### config.mk
export PLATFORM = sky130hd
export DESIGN_NAME = tx_dma_arbiter
export DESIGN_NICKNAME = d
export VERILOG_FILES = /design/src/rtl/tx_dma_arbiter.sv
export SDC_FILE = /design/constraint.sdc
export NUM_CORES = 1
export LEC_CHECK = 0
export CORE_UTILIZATION = 38
export DETAILED_ROUTE_END_ITERATION = 12
export MAX_ROUTING_LAYER = met4
export PLACE_DENSITY = 0.8
export SLEW_MARGIN = 10
export SYNTH_ARGS = -nofsm -noshare
export SYNTH_HDL_FRONTEND = slang
export SYNTH_SLANG_ARGS = --single-unit
### constraint.sdc
create_clock -name clk -period 3.43 [get_ports clk]
set_clock_uncertainty 0.1 [all_clocks]
set_input_delay 0.686 -clock clk [delete_from_list [all_inputs] [get_ports clk]]
set_output_delay 0.686 -clock clk [all_outputs]
set_load 0.05 [all_outputs]
### src/rtl/tx_dma_arbiter.sv
// Round-robin arbiter moving words from four DMA request channels into four depth-4 TX FIFOs.
// Define TX_DMA_ARB_BURST_EN to let a granted channel keep the grant for up to BURST_LEN beats.
module tx_dma_arbiter #(
  parameter int BURST_LEN = 4
) (
  input  logic        clk,
  input  logic        rst,
  input  logic        arb_en,
  input  logic [3:0]  req_valid,
  input  logic [31:0] req_data [3:0],
  output logic [3:0]  req_ready,
  input  logic [2:0]  fifo_count [3:0],
  output logic [3:0]  push_en,
  output logic [31:0] push_data,
  output logic [15:0] beat_count [3:0]
);

  // Handshake: a beat on channel i transfers in any cycle where req_valid[i] & req_ready[i];
  // req_ready is combinational, at most one bit high, and the source must hold data while valid.

  if ((BURST_LEN < 1) || (BURST_LEN > 8)) begin : g_bad_burst_len
    $error("tx_dma_arbiter: BURST_LEN must be within 1..8");
  end

`ifdef TX_DMA_ARB_BURST_EN
  typedef enum logic [0:0] {S_IDLE = 1'b0, S_GRANT = 1'b1} state_t;
  localparam int LP_BURST_LEN = BURST_LEN;
`else
  typedef enum logic [0:0] {S_IDLE = 1'b0} state_t;
`endif

  state_t      r_state;
  state_t      w_state_nxt;
  logic [1:0]  r_last;
  logic [1:0]  w_last_nxt;
  logic [3:0]  r_push_en;
  logic [31:0] r_push_data;
  logic [15:0] r_beat_cnt [3:0];

  logic [3:0]  w_elig;
  logic [3:0]  w_ready;
  logic [3:0]  w_accept;
  logic [1:0]  w_arb_sel;
  logic        w_arb_hit;
  logic [1:0]  w_sel;
  logic        w_rearb;

`ifdef TX_DMA_ARB_BURST_EN
  logic [1:0]  r_owner;
  logic [1:0]  w_owner_nxt;
  logic [2:0]  r_burst;
  logic [2:0]  w_burst_nxt;
`endif

  // A push already in flight counts against the FIFO so a count-3 FIFO takes only one beat.
  always_comb begin
    w_elig = '0;
    for (int i = 0; i < 4; i++) begin
      w_elig[i] = ~rst & arb_en & req_valid[i] &
                  (({1'b0, fifo_count[i]} + {3'b000, r_push_en[i]}) < 4'd4);
    end
  end

  // Search last+4 down to last+1 so the lowest offset (highest priority) is written last.
  always_comb begin
    w_arb_sel = r_last;
    w_arb_hit = 1'b0;
    for (int k = 4; k >= 1; k--) begin
      if (w_elig[r_last + 2'(k)]) begin
        w_arb_hit = 1'b1;
        w_arb_sel = r_last + 2'(k);
      end
    end
  end

  always_comb begin
    w_state_nxt = r_state;
    w_ready     = '0;
    w_sel       = w_arb_sel;
    w_last_nxt  = r_last;
    w_rearb     = 1'b1;
`ifdef TX_DMA_ARB_BURST_EN
    w_owner_nxt = r_owner;
    w_burst_nxt = r_burst;
    if ((r_state == S_GRANT) && w_elig[r_owner]) begin
      w_rearb     = 1'b0;
      w_ready     = 4'b0001 << r_owner;
      w_sel       = r_owner;
      w_burst_nxt = r_burst + 3'd1;
      if (({1'b0, r_burst} + 4'd1) >= 4'(LP_BURST_LEN)) begin
        w_state_nxt = S_IDLE;
      end
    end
`endif
    // Losing the owner or hitting the limit re-arbitrates in the same cycle: no bubble.
    if (w_rearb) begin
      w_state_nxt = S_IDLE;
      if (w_arb_hit) begin
        w_ready    = 4'b0001 << w_arb_sel;
        w_last_nxt = w_arb_sel;
`ifdef TX_DMA_ARB_BURST_EN
        w_owner_nxt = w_arb_sel;
        w_burst_nxt = 3'd1;
        if (LP_BURST_LEN > 1) begin
          w_state_nxt = S_GRANT;
        end
`endif
      end
    end
  end

  assign w_accept = w_ready & req_valid;

  always_ff @(posedge clk or posedge rst) begin
    if (rst) begin
      r_state     <= S_IDLE;
      r_last      <= 2'd3;
      r_push_en   <= '0;
      r_push_data <= '0;
      for (int i = 0; i < 4; i++) begin
        r_beat_cnt[i] <= '0;
      end
    end else begin
      r_state   <= w_state_nxt;
      r_last    <= w_last_nxt;
      r_push_en <= w_accept;
      if (|w_accept) begin
        r_push_data <= req_data[w_sel];
      end
      for (int i = 0; i < 4; i++) begin
        if (w_accept[i]) begin
          r_beat_cnt[i] <= r_beat_cnt[i] + 16'd1;
        end
      end
    end
  end

`ifdef TX_DMA_ARB_BURST_EN
  always_ff @(posedge clk or posedge rst) begin
    if (rst) begin
      r_owner <= '0;
      r_burst <= '0;
    end else begin
      r_owner <= w_owner_nxt;
      r_burst <= w_burst_nxt;
    end
  end
`endif

  assign req_ready  = w_ready;
  assign push_en    = r_push_en;
  assign push_data  = r_push_data;
  assign beat_count = r_beat_cnt;

endmodule

==> results of run 1 <==
## worst paths after layout
path / from / to / slack [ns] / cells after the start
max: rst / req_ready[1] / 0.20 / 7
min: beat_count[31] / beat_count[31] / 0.37 / 1
max reg2reg: r_last[1] / beat_count[12] / 0.99 / 6
min reg2reg: beat_count[31] / beat_count[31] / 0.37 / 1
max in group asynchronous: rst / push_data[6] / 1.69 / 3
min in group asynchronous: rst / beat_count[22] / 0.79 / 2
## metrics by stage
| step | area [sq um] | hold WS (ns) | power [W] | util, % | setup WS (ns) |
|---|---|---|---|---|---|
| after detailed placement | 8254 | 0.3590 | 0.004673 | 59.24 | 0.1784 |
| after CTS | 8566 | 0.3749 | 0.005765 | 61.47 | 0.1948 |
| final | 8566 | 0.3737 | 0.005695 | 61.47 | 0.1986 |
| after floorplan | 5468 | 0.5523 | 0.003696 | - | 0.4758 |
| after global routing | 8566 | 0.3934 | 0.005985 | 61.47 | 0.03850 |
| after global placement | 8254 | 0.3566 | 0.004596 | 59.24 | 0.2273 |
## placed cells by master, fill, tap and decap left out, drive strengths merged
cell / n
clkdlybuf4s50: 246
dfrtp: 100
mux2i: 64
nor2: 42
xnor2: 40
a221oi: 32
nand3: 23
nand2: 23
xor2: 20
buf: 18
and3: 16
nand4: 15
inv: 11
clkbuf: 10
nor3: 8
and2: 6
and4: 4
mux2: 4
ha: 4
and4bb: 4
a21oi: 4
a22oi: 4
o221a: 4
o21ai: 3
a32oi: 2
o21a: 2
o211ai: 2
nor3b: 2
dfstp: 2
a211o: 2
a211oi: 1
nor4: 1
clkinvlp: 1
o32ai: 1
o22ai: 1
bufinv: 1
clkinv: 1
## worst max-delay path, cell delays in order
cell and delay (ns):
clkdlybuf4s50_1 0.49, and4bb_4 0.40, a22oi_4 0.09, o21a_1 0.22
o21ai_0 0.27, inv_1 0.12, buf_12 0.16
## sequential cells by signal, indices dropped and copies added, names as in the netlist
register,flops
beat_count,64
push_data,32
push_en,4
r_last,2
## final cells by class
class,instances,area (sq um)
well taps,180,225.2
clock buffers,10,239.0
multi-input cells,334,2730
flip-flops and latches,102,2555
repair buffers,264,2710
fillers,1098,5369
clock inverters,6,72.57
inverters,8,33.78
## cells by family after synthesis
| family | share of synthesized area, % |
|---|---|
| AND/OR/NAND/NOR | 13.76 |
| flip-flops | 46.76 |
| multiplexers | 12.55 |
| XOR/XNOR | 9.618 |
| AO/OA/AOI/OAI | 12.82 |
| buffers and inverters | 3.572 |
| adder cells (fa/ha/maj) | 0.9160 |
## where the power goes
group | leakage [nW] | switching (W) | internal, W
logic | 2.21 | 0.00175 | 0.00117
registers | 1.29 | 0.000235 | 0.00148
clock network | 0.156 | 0.000468 | 0.000597
total | 3.65 | 0.00245 | 0.00325
## per-layer routing
layer / track usage (%) / routed length, um
met3: 5.150 / 998
met5: - / 0
met4: 6.636 / 287
met2: 36.44 / 7952
met1: 25.77 / 6385
==> results.toml, run 1 <==
[status]
status = "finished, final reports clean"

[setup_path]
critical_path_required_ns = 2.64
crit_type = "input pin to output pin"
cp-end-kind = "output pin"
cp.arrival_ns = 2.45
critPathMaxFanout = 6
start_kind = "input pin"

[sta]
hold_viol = 0
grt_setup_unrepaired = "false"
setup_viol = 0
finalMaxSlewViolations = 0
fmax_mhz = 309.5
min_period_ns = 3.231
slew_headroom_pct = 48.99
setup-tns-final_ns = 0
period_share_pct = 94.21
tightest_slew_ns = 0.7636

[floorplan]
fp.coreArea_sq_um = 13930
die_area_sq_um = 14860
die_x_um = 121.9
initial_utilization_pct = 39.21
ios = 251
die_y_um = 121.9
row_count = 43

[pwr]
power_density_nw_per_um2 = 664.9
vdd_drop_max_uv = 473.4
p_leak_nw = 3.655

[yosys]
syn_area_sq_um = 5464
ys_seq_area_share_pct = 46.76
yosys_warnings = 0
syn_inst = 468
yosysTopAreaCellShare_pct = 45.80
synth_edf_count = 0
ys_types = 45
ys_seq_elements = 102
ys.flop_type = "dfrtp_1"
synth.cells.most_frequent = "100 x dfrtp_1, 64 x mux2i_1, 42 x nor2_1"
syn_nets = 619
synth_area_leaders = "dfrtp_1 46%, mux2i_1 12%, a221oi_2 8.5%, xnor2_1 6.4%, xor2_1 3.2%"
synth_area_per_cell_sq_um = 11.68
async_flop_share_pct = 100.0
synth_most_common_cell = "dfrtp_1"
synth_largest_area_cell = "dfrtp_1"

[route]
dr_total_vias = 4714
via_per_inst = 5.215
ant_nets = 0
drt-pass1-iter-count = 4
wire_per_inst_um = 17.28
drtIter0Drc = 242
routed_wl_um = 15620
drc = 0

[run]
cap_violations = 0

[global_routing]
grtUsageTotal_pct = 21.74
overflow = 0
antenna_found_initial = 0
grt_pass1_vias = 4659
grt_pass1_wl_um = 24100
grt_max_degree = 47

[final_layout]
syn_to_final_growth_pct = 56.77
instances_no_fill = 904
layout.nets = 870
num_antenna_cells = 0
final_layout_size_suffix_gt1_share_pct = 11.88

[placement]
io_buffers = 250
dp_cells = 888
dp_hpwl_um = 11940
place_congestion = 0.8735

[clock_tree]
hold_buffers = 0
post_cts_buffers = 0
clk_pin_slew_worst_paths_ns = 0.07
root_buffer = "clkbuf_16"
cts_tree = "built"
cts-buffers-inserted = 9
numClockSinks = 102
cts.repair.resized = 0
clk_latency_ns = 0.35
cts_buffer_depth = 2
cts_max_level = 3

[min_path]
hold_path.class = "flop to flop"
(Power assumes the default switching activity.)
==> inputs of run 2 (changes only) <==
- CORE_UTILIZATION: 38 -> 58
- DONT_BUFFER_PORTS: default -> 1
- PLACE_DENSITY: 0.8 -> 0.78
==> results.toml, run 2 (same netlist as run 1, synthesis figures left out) <==
[status]
status = "finished, final reports clean"

[clock_tree]
clk_latency_ns = 0.35
cts.repair.resized = 0
hold_buffers = 0
cts-buffers-inserted = 9
post_cts_buffers = 0
clk_pin_slew_worst_paths_ns = 0.10
cts_max_level = 3
cts_buffer_depth = 2
root_buffer = "clkbuf_8"
numClockSinks = 102
cts_tree = "built"

[final_layout]
fillers = 722
layout.nets = 620
final_core_util_pct = 63.58
syn_to_final_growth_pct = 7.007
mostFrequentLayoutCells = "100 x dfrtp_1, 64 x mux2i_1, 42 x nor2_1"
largest_reg_flops = 64
regArea_sq_um = 2555
final_layout_size_suffix_gt1_share_pct = 16.91
num_antenna_cells = 0
final_common_cell = "dfrtp_1"
multiInputGateArea_sq_um = 2730

[pwr]
switching_share_pct = 47.47
power_density_nw_per_um2 = 825.5
combPwrFrac_pct = 25.7
pwr-share-clk_pct = 18.3
vdd_drop_max_uv = 483.5
power_switching_w = 0.002291
internal-power_w = 0.002535
p_seq_share_pct = 55.9
p_leak_nw = 2.644

[global_routing]
grtUsageTotal_pct = 26.84
antenna_found_initial = 0
overflow = 0
grt_pass1_wl_um = 19700
grt_max_degree = 45
grt_pass1_vias = 3810

[route]
met1_length_um = 5320
wl_met2_um = 6380
top_layer = "met4"
drt-pass1-iter-count = 4
drtIter0Drc = 183
dr_total_vias = 3797
ant_nets = 0
drc = 0
via_per_inst = 6.502
wire_per_inst_um = 21.85
wl_met3_um = 852
routed_wl_um = 12760

[setup_path]
cp_cell_sequence = "buf_4, nand3_1, a22oi_2, o21ai_1, a21oi_1, buf_4"
critPathMaxStageDelay_ns = 0.48
critPathMaxFanout = 6
start_kind = "flop"
cp.arrival_ns = 2.21
slowest_stage = "a22oi_2"
crit_type = "flop to output pin"
critical_path_required_ns = 2.64
cp-end-kind = "output pin"
crit_top_cell = "buf_4"

[placement]
io_buffers = 0
dp_hpwl_um = 9650
place_congestion = 0.8881

[floorplan]
die_y_um = 99.06
die_area_sq_um = 9813
ios = 251
row_count = 35
fp.coreArea_sq_um = 9196
initial_utilization_pct = 59.41
die_x_um = 99.06

[sta]
setup_viol = 0
setup-tns-final_ns = 0
min_period_ns = 2.996
period_share_pct = 87.35
finalMaxSlewViolations = 0
hold_viol = 0
fmax_mhz = 333.8
tightest_slew_ns = 1.005
slew_headroom_pct = 33.00
grt_setup_unrepaired = "false"

[min_path]
hold_path.class = "input pin to async pin"

[run]
cap_violations = 0
==> run 2: changes by cell type in the layout (fill, tap and decap cells not counted), sizes merged <==
| cell | before | now |
|---|---|---|
| clkinv | 1 | 0 |
| clkdlybuf4s50 | 246 | 0 |
| bufinv | 1 | 3 |
| inv | 11 | 8 |
| buf | 18 | 14 |
| clkinvlp | 1 | 2 |
==> run 2: power groups by stage <==
stage	Sequential [W]	Combinational, W	Clock [W]
floorplan	0.00260	0.00110	0
global placement	0.00271	0.00120	0
detailed placement	0.00272	0.00126	0
CTS	0.00270	0.00126	0.000906
global route	0.00274	0.00136	0.000950
finish	0.00270	0.00124	0.000884
==> run 2: stage by stage <==
step / setup slack [ns] / instance area [sq um] / hold slack (ns) / total power, W / cells
floorplan: 0.4758 / 5468 / 0.5523 / 0.003696 / 468
global placement: 0.5399 / 5613 / 0.6282 / 0.003910 / 569
detailed placement: 0.4812 / 5613 / 0.6590 / 0.003977 / 569
CTS: 0.4289 / 5847 / 0.3268 / 0.004862 / 584
global route: 0.3114 / 5847 / 0.3522 / 0.005050 / 584
finish: 0.4338 / 5847 / 0.3091 / 0.004826 / 584
==> run 2: cell type report <==
type | instances | area share [%]
well taps | 111 | 2.375
inverters | 8 | 0.5778
clock inverters | 5 | 1.819
repair buffers | 14 | 2.654
flip-flops and latches | 102 | 43.70
clock buffers | 10 | 2.183
multi-input cells | 334 | 46.69
==> run 2: worst paths after layout <==
path | startpoint | slack (ns) | endpoint | cells after the start
setup / recovery | push_en[1] | 0.43 | req_ready[3] | 6
hold / removal | rst | 0.31 | beat_count[31] | 1
setup reg to reg | push_en[1] | 0.78 | push_data[30] | 7
hold reg to reg | r_last[0] | 0.68 | r_last[0] | 2
max in group asynchronous | rst | 2.19 | r_last[0] | 2
min in group clk | req_data[62] | 0.48 | push_data[30] | 2
==> run 2: critical path: cells and delay by family (launching register included) <==
kind            cells  cell delay [ns]
flops               1             0.34
buf+inv             2             0.42
compound gates      3             0.87
simple gates        1             0.24
==> run 2: layer usage <==
layer / vias up / track usage (%)
met2: 176 / 42.82
met3: 16 / 7.872
met5: - / -
li1: 1730 / -
met4: 0 / 8.145
met1: 1875 / 33.18
==> variant 1 (settings of run 1) <==
Build with the macro `TX_DMA_ARB_BURST_EN` defined.
--- a/src/rtl/tx_dma_arbiter.sv
+++ b/src/rtl/tx_dma_arbiter.sv
@@ -1,5 +1,7 @@
 // Round-robin arbiter moving words from four DMA request channels into four depth-4 TX FIFOs.
 // Define TX_DMA_ARB_BURST_EN to let a granted channel keep the grant for up to BURST_LEN beats.
+`define TX_DMA_ARB_BURST_EN
+
 module tx_dma_arbiter #(
   parameter int BURST_LEN = 4
 ) (
Function: changed (a bounded check fails within 4 cycles, from zero or initial values and one cycle with rst high).
==> variant 1 against run 1 <==
Sequential cell count increased by 6; first-iteration DRC count shrank 16%; power grew 3.1%; synthesized cell count up 9.6%; non-clock buffer count increased by 38; cell area rose by 7.2%; setup slack worse by 0.14 ns; area after synthesis up 2.2%; wire length rose by 6.8%; critical endpoint is now req_ready[2]; largest cell class is now buffers; largest power group unchanged.
==> variant 1: results (changes against run 1) <==
stage;metric;value;unit;change
clock_tree;insertion_delay;0.35;ns;about the same
final_layout;largest_register_ffs;64;;unchanged
synth;syn-instance-count;513;;+9.6%
pwr;total_leakage_power;3.96;nW;+8.3%
worst_setup_path;rr_worst_depth;10;;+4
grt;grt_pass1_wl;25.4;mm;+5.5%
placed_design;gp_congestion;0.866;;-0.81%
pwr;p_clk;1.16;mW;+8%
grt;track_usage;22.6;%;+0.85 points
worst_setup_path;critPathArrivalTime;2.58;ns;+0.13 ns
worst_setup_path;r2r_start;push_en[2];;
timing;fmax;297;MHz;-4.1%
placed_design;place_hpwl;12.7;mm;+6.2%
synth;synth-seq-area-share;48.4;%;+1.7 points
min_path;hold_path_end;beat_count[47];;
timing;hold_ws;0.370;ns;-0.00353 ns
synth;synth.distinct_cells;55;;+22%
routing;drtIter0Drc;204;;-16%
synth;syn_nets;665;;+7.4%
final_layout;diodes;0;;unchanged
worst_setup_path;cp_max_fo;7;;+1
timing;tightest_slew;0.825;ns;+0.0614 ns
worst_setup_path;crit_start;fifo_count[5];;
worst_setup_path;cpPeakStageDelay;0.45;ns;-0.04 ns
routing;viasPerCell;5.12;;-1.8%
min_path;min-delay-start;beat_count[47];;
final_layout;fillers;1087;;-1.0%
synth;synth.top_cells.by_count;dfrtp_1, mux2i_1, nor2_1, nand2_1, xnor2_1;;
placed_design;dp_cells;966;;+8.8%
grt;grt_pass1_vias;5170;;+11%
final_layout;fin_cells;987;;+9.2%
synth;synth_flop_cell;dfrtp_1;;
run_status;status;finished clean;;
worst_setup_path;reg2reg_setup_slack;0.74;ns;-0.25 ns
final_layout;nets;954;;+9.7%
worst_setup_path;rr_endpoint;push_data[24];;
pwr;seq_cell_power;1.83;mW;+6%
worst_setup_path;critical_path.endpoint;req_ready[2];;
pwr;vdd_drop_max;0.761;mV;+61%
placed_design;preCtsSetupSlack;-0.109;ns;-0.288 ns
min_path;hold_class;register to register;;
final_layout;drive_above_1_share;13.4;%;+1.5 points
pwr;switching_share;42.1;%;-0.93 points
synth;synth.area.top_cells;dfrtp_1, mux2i_1, xnor2_1;;
routing;totalWireLength;16.7;mm;+6.8%
variant 1: changes by cell type after synthesis, sizes merged, moves of 4 or more:
cell / change
and2: -4
xnor2: -6
o41ai: +4
nand2: +13
xor2: +6
dfrtp: +6
buf: -9
nor2: +8
clkbuf: +9
nor4: +5
o221a: -4
variant 1: kinds of logic (layout without fill, tap and decap cells):
| family | count (synthesis) | in the layout | synth area share, % |
|---|---|---|---|
| xor+xnor | 60 | 60 | 9.41 |
| compound gates | 64 | 64 | 9.72 |
| mux | 70 | 70 | 12.6 |
| fa+ha+maj | 5 | 5 | 1.12 |
| flops | 108 | 108 | 48.4 |
| buf+inv | 33 | 327 | 2.80 |
| simple gates | 173 | 173 | 15.9 |
variant 1: stage by stage:
stage / cell area (um^2) / total power, mW / util, % / setup TNS [ns]
floorplan: 5620 / 3.61 / - / 0
global placement: 8690 / 4.64 / 61.7 / -1.01
detailed placement: 8690 / 4.70 / 61.7 / -2.00
CTS: 9100 / 5.91 / 64.6 / 0
global route: 9190 / 6.15 / 65.2 / 0
finish: 9190 / 5.87 / 65.2 / 0
variant 1: area by class of cell:
type / count / share of cell area (%)
Multi-Input combinational cell: 372 / 31.2
Tap cell: 180 / 2.45
Clock buffer: 9 / 2.45
Clock inverter: 7 / 1.27
Timing Repair Buffer: 302 / 32.8
Inverter: 9 / 0.409
Sequential cell: 108 / 29.5
variant 1: per-layer routing:
layer / part of all wire [%] / up-vias / track usage [%]
met1: 41 / 2414 / 25.7
met2: 50 / 173 / 38.9
met4: 2.4 / 0 / 9.26
met3: 6.5 / 26 / 4.38
met5: 0 / - / -
li1: - / 2441 / -
variant 1: what timing repair did:
action,4_1_cts,5_1_grt
gates resized for setup,14,13
buffers inserted,2,4
setup endpoints to repair,4,3
gates cloned,0,0
pin swaps,4,9
==> variant 2 (settings of run 1) <==
Made on the original files. Take the reset off `r_push_en` and load it in a clocked block of its own.
--- a/src/rtl/tx_dma_arbiter.sv
+++ b/src/rtl/tx_dma_arbiter.sv
@@ -115,7 +115,6 @@
     if (rst) begin
       r_state     <= S_IDLE;
       r_last      <= 2'd3;
-      r_push_en   <= '0;
       r_push_data <= '0;
       for (int i = 0; i < 4; i++) begin
         r_beat_cnt[i] <= '0;
@@ -123,7 +122,6 @@
     end else begin
       r_state   <= w_state_nxt;
       r_last    <= w_last_nxt;
-      r_push_en <= w_accept;
       if (|w_accept) begin
         r_push_data <= req_data[w_sel];
       end
@@ -133,6 +131,10 @@
         end
       end
     end
+  end
+
+  always_ff @(posedge clk) begin
+    r_push_en <= w_accept;
   end
 
 `ifdef TX_DMA_ARB_BURST_EN
Formal check against the unedited RTL: differs if rst is asserted again (counterexample within 4 cycles, from zero or initial values and one cycle with rst high); with rst held inactive, the same outputs for 10 cycles.
==> variant 2 against run 1 <==
Power is 1.7% lower; area after synthesis is 0.37% lower; setup slack worse by 0.045 ns; register-to-register slack hardly changed; clock power is 10% lower; wire length is 4.7% lower; sequential cell count stayed put; critical path depth is 1 lower; cell area is 0.96% lower; count of clock-buffer cells in the layout is 1 higher; largest power group unchanged.
==> variant 2: results (changes against run 1) <==
stage;metric;value;unit;change
run_status;status;finished clean;;
routing;top_layer;met4;;
grt;use_met2;36.2;%;-0.29 points
grt;met3_usage;4.68;%;-0.47 points
final_layout;area_growth;55.8;%;
pwr;vdd_drop_max;0.382;mV;-19%
synth;synth.distinct_cells;46;;+2.2%
routing;wl_met1;6.00;mm;-6.1%
pwr;p_clk;0.958;mW;-10%
timing;tightest_slew;0.669;ns;-0.0948 ns
placed_design;place_hpwl;11.6;mm;-3.1%
worst_setup_path;critPathArrivalTime;2.49;ns;+0.04 ns
routing;viasPerCell;5.21;;-0.17%
grt;met1_usage;24.8;%;-1.0 points
synth;synth-seq-area-share;46.6;%;-0.20 points
pwr;power_density;660;nW/um^2;-0.70%
final_layout;flops_and_latches;102;;unchanged
routing;drtIter0Drc;265;;+9.5%
final_layout;drive_above_1_share;11.7;%;-0.14 points
routing;wl_met3;931;um;-6.7%
final_layout;fillers;1099;;+0.091%
synth;synthArstFlopShare;96.1;%;-3.9 points
grt;grt_pass1_wl;23.9;mm;-0.80%
grt;grt_pass1_vias;4910;;+5.4%
placed_design;preCtsSetupSlack;0.160;ns;-0.0180 ns
final_layout;seq_share;29.9;%;+0.054 points
final_layout;clk_share;3.24;%;-0.39 points
final_layout;clkbuf_count;11;;+1
grt;grt_max_degree;53;;+13%
grt;track_usage;21.4;%;-0.30 points
synth;synth.area.top_cells;dfrtp_1, mux2i_1, a221oi_2;;
final_layout;nets;870;;unchanged
routing;num_vias;4706;;-0.17%
worst_setup_path;crit_slowest_cell;clkdlybuf4s50_1;;
pwr;total_leakage_power;3.62;nW;-1.1%
worst_setup_path;cp_max_fo;5;;-1
placed_design;gp_congestion;0.876;;+0.30%
pwr;switching_share;43.5;%;+0.50 points
synth;synth.top_cells.by_count;dfrtp_1, mux2i_1, nor2_1, xnor2_1, a221oi_2;;
final_layout;buf_share;31.7;%;about the same
routing;wl_met2;7.55;mm;-5.0%
synth;synth-warning-count;0;;unchanged
-- variant 2: cell types whose count changed after synthesis --
cell | run 1 | this run
dfrtp_1 | 100 | 96
dfxtp_1 | 0 | 4
-- variant 2: path summary, 6_finish.rpt --
| path | from | end | slack [ns] | depth (start not counted) |
|---|---|---|---|---|
| min in group asynchronous | rst | beat_count[44] | 0.80 | 2 |
| min | beat_count[31] | beat_count[31] | 0.37 | 1 |
| max in group asynchronous | rst | push_data[9] | 1.76 | 3 |
| max | rst | req_ready[3] | 0.15 | 6 |
| min reg2reg | beat_count[31] | beat_count[31] | 0.37 | 1 |
| max reg2reg | r_last[1] | beat_count[15] | 0.99 | 6 |
-- variant 2: cells by family (layout without fill, tap and decap cells) --
group           Yosys count  after routing  synth area share [%]
compound gates           58             58                  12.9
xor+xnor                 60             60                  9.65
buf+inv                  32            288                  3.59
fa+ha+maj                 4              4                 0.919
simple gates            144            144                  13.8
mux                      68             68                  12.6
flops                   102            102                  46.6
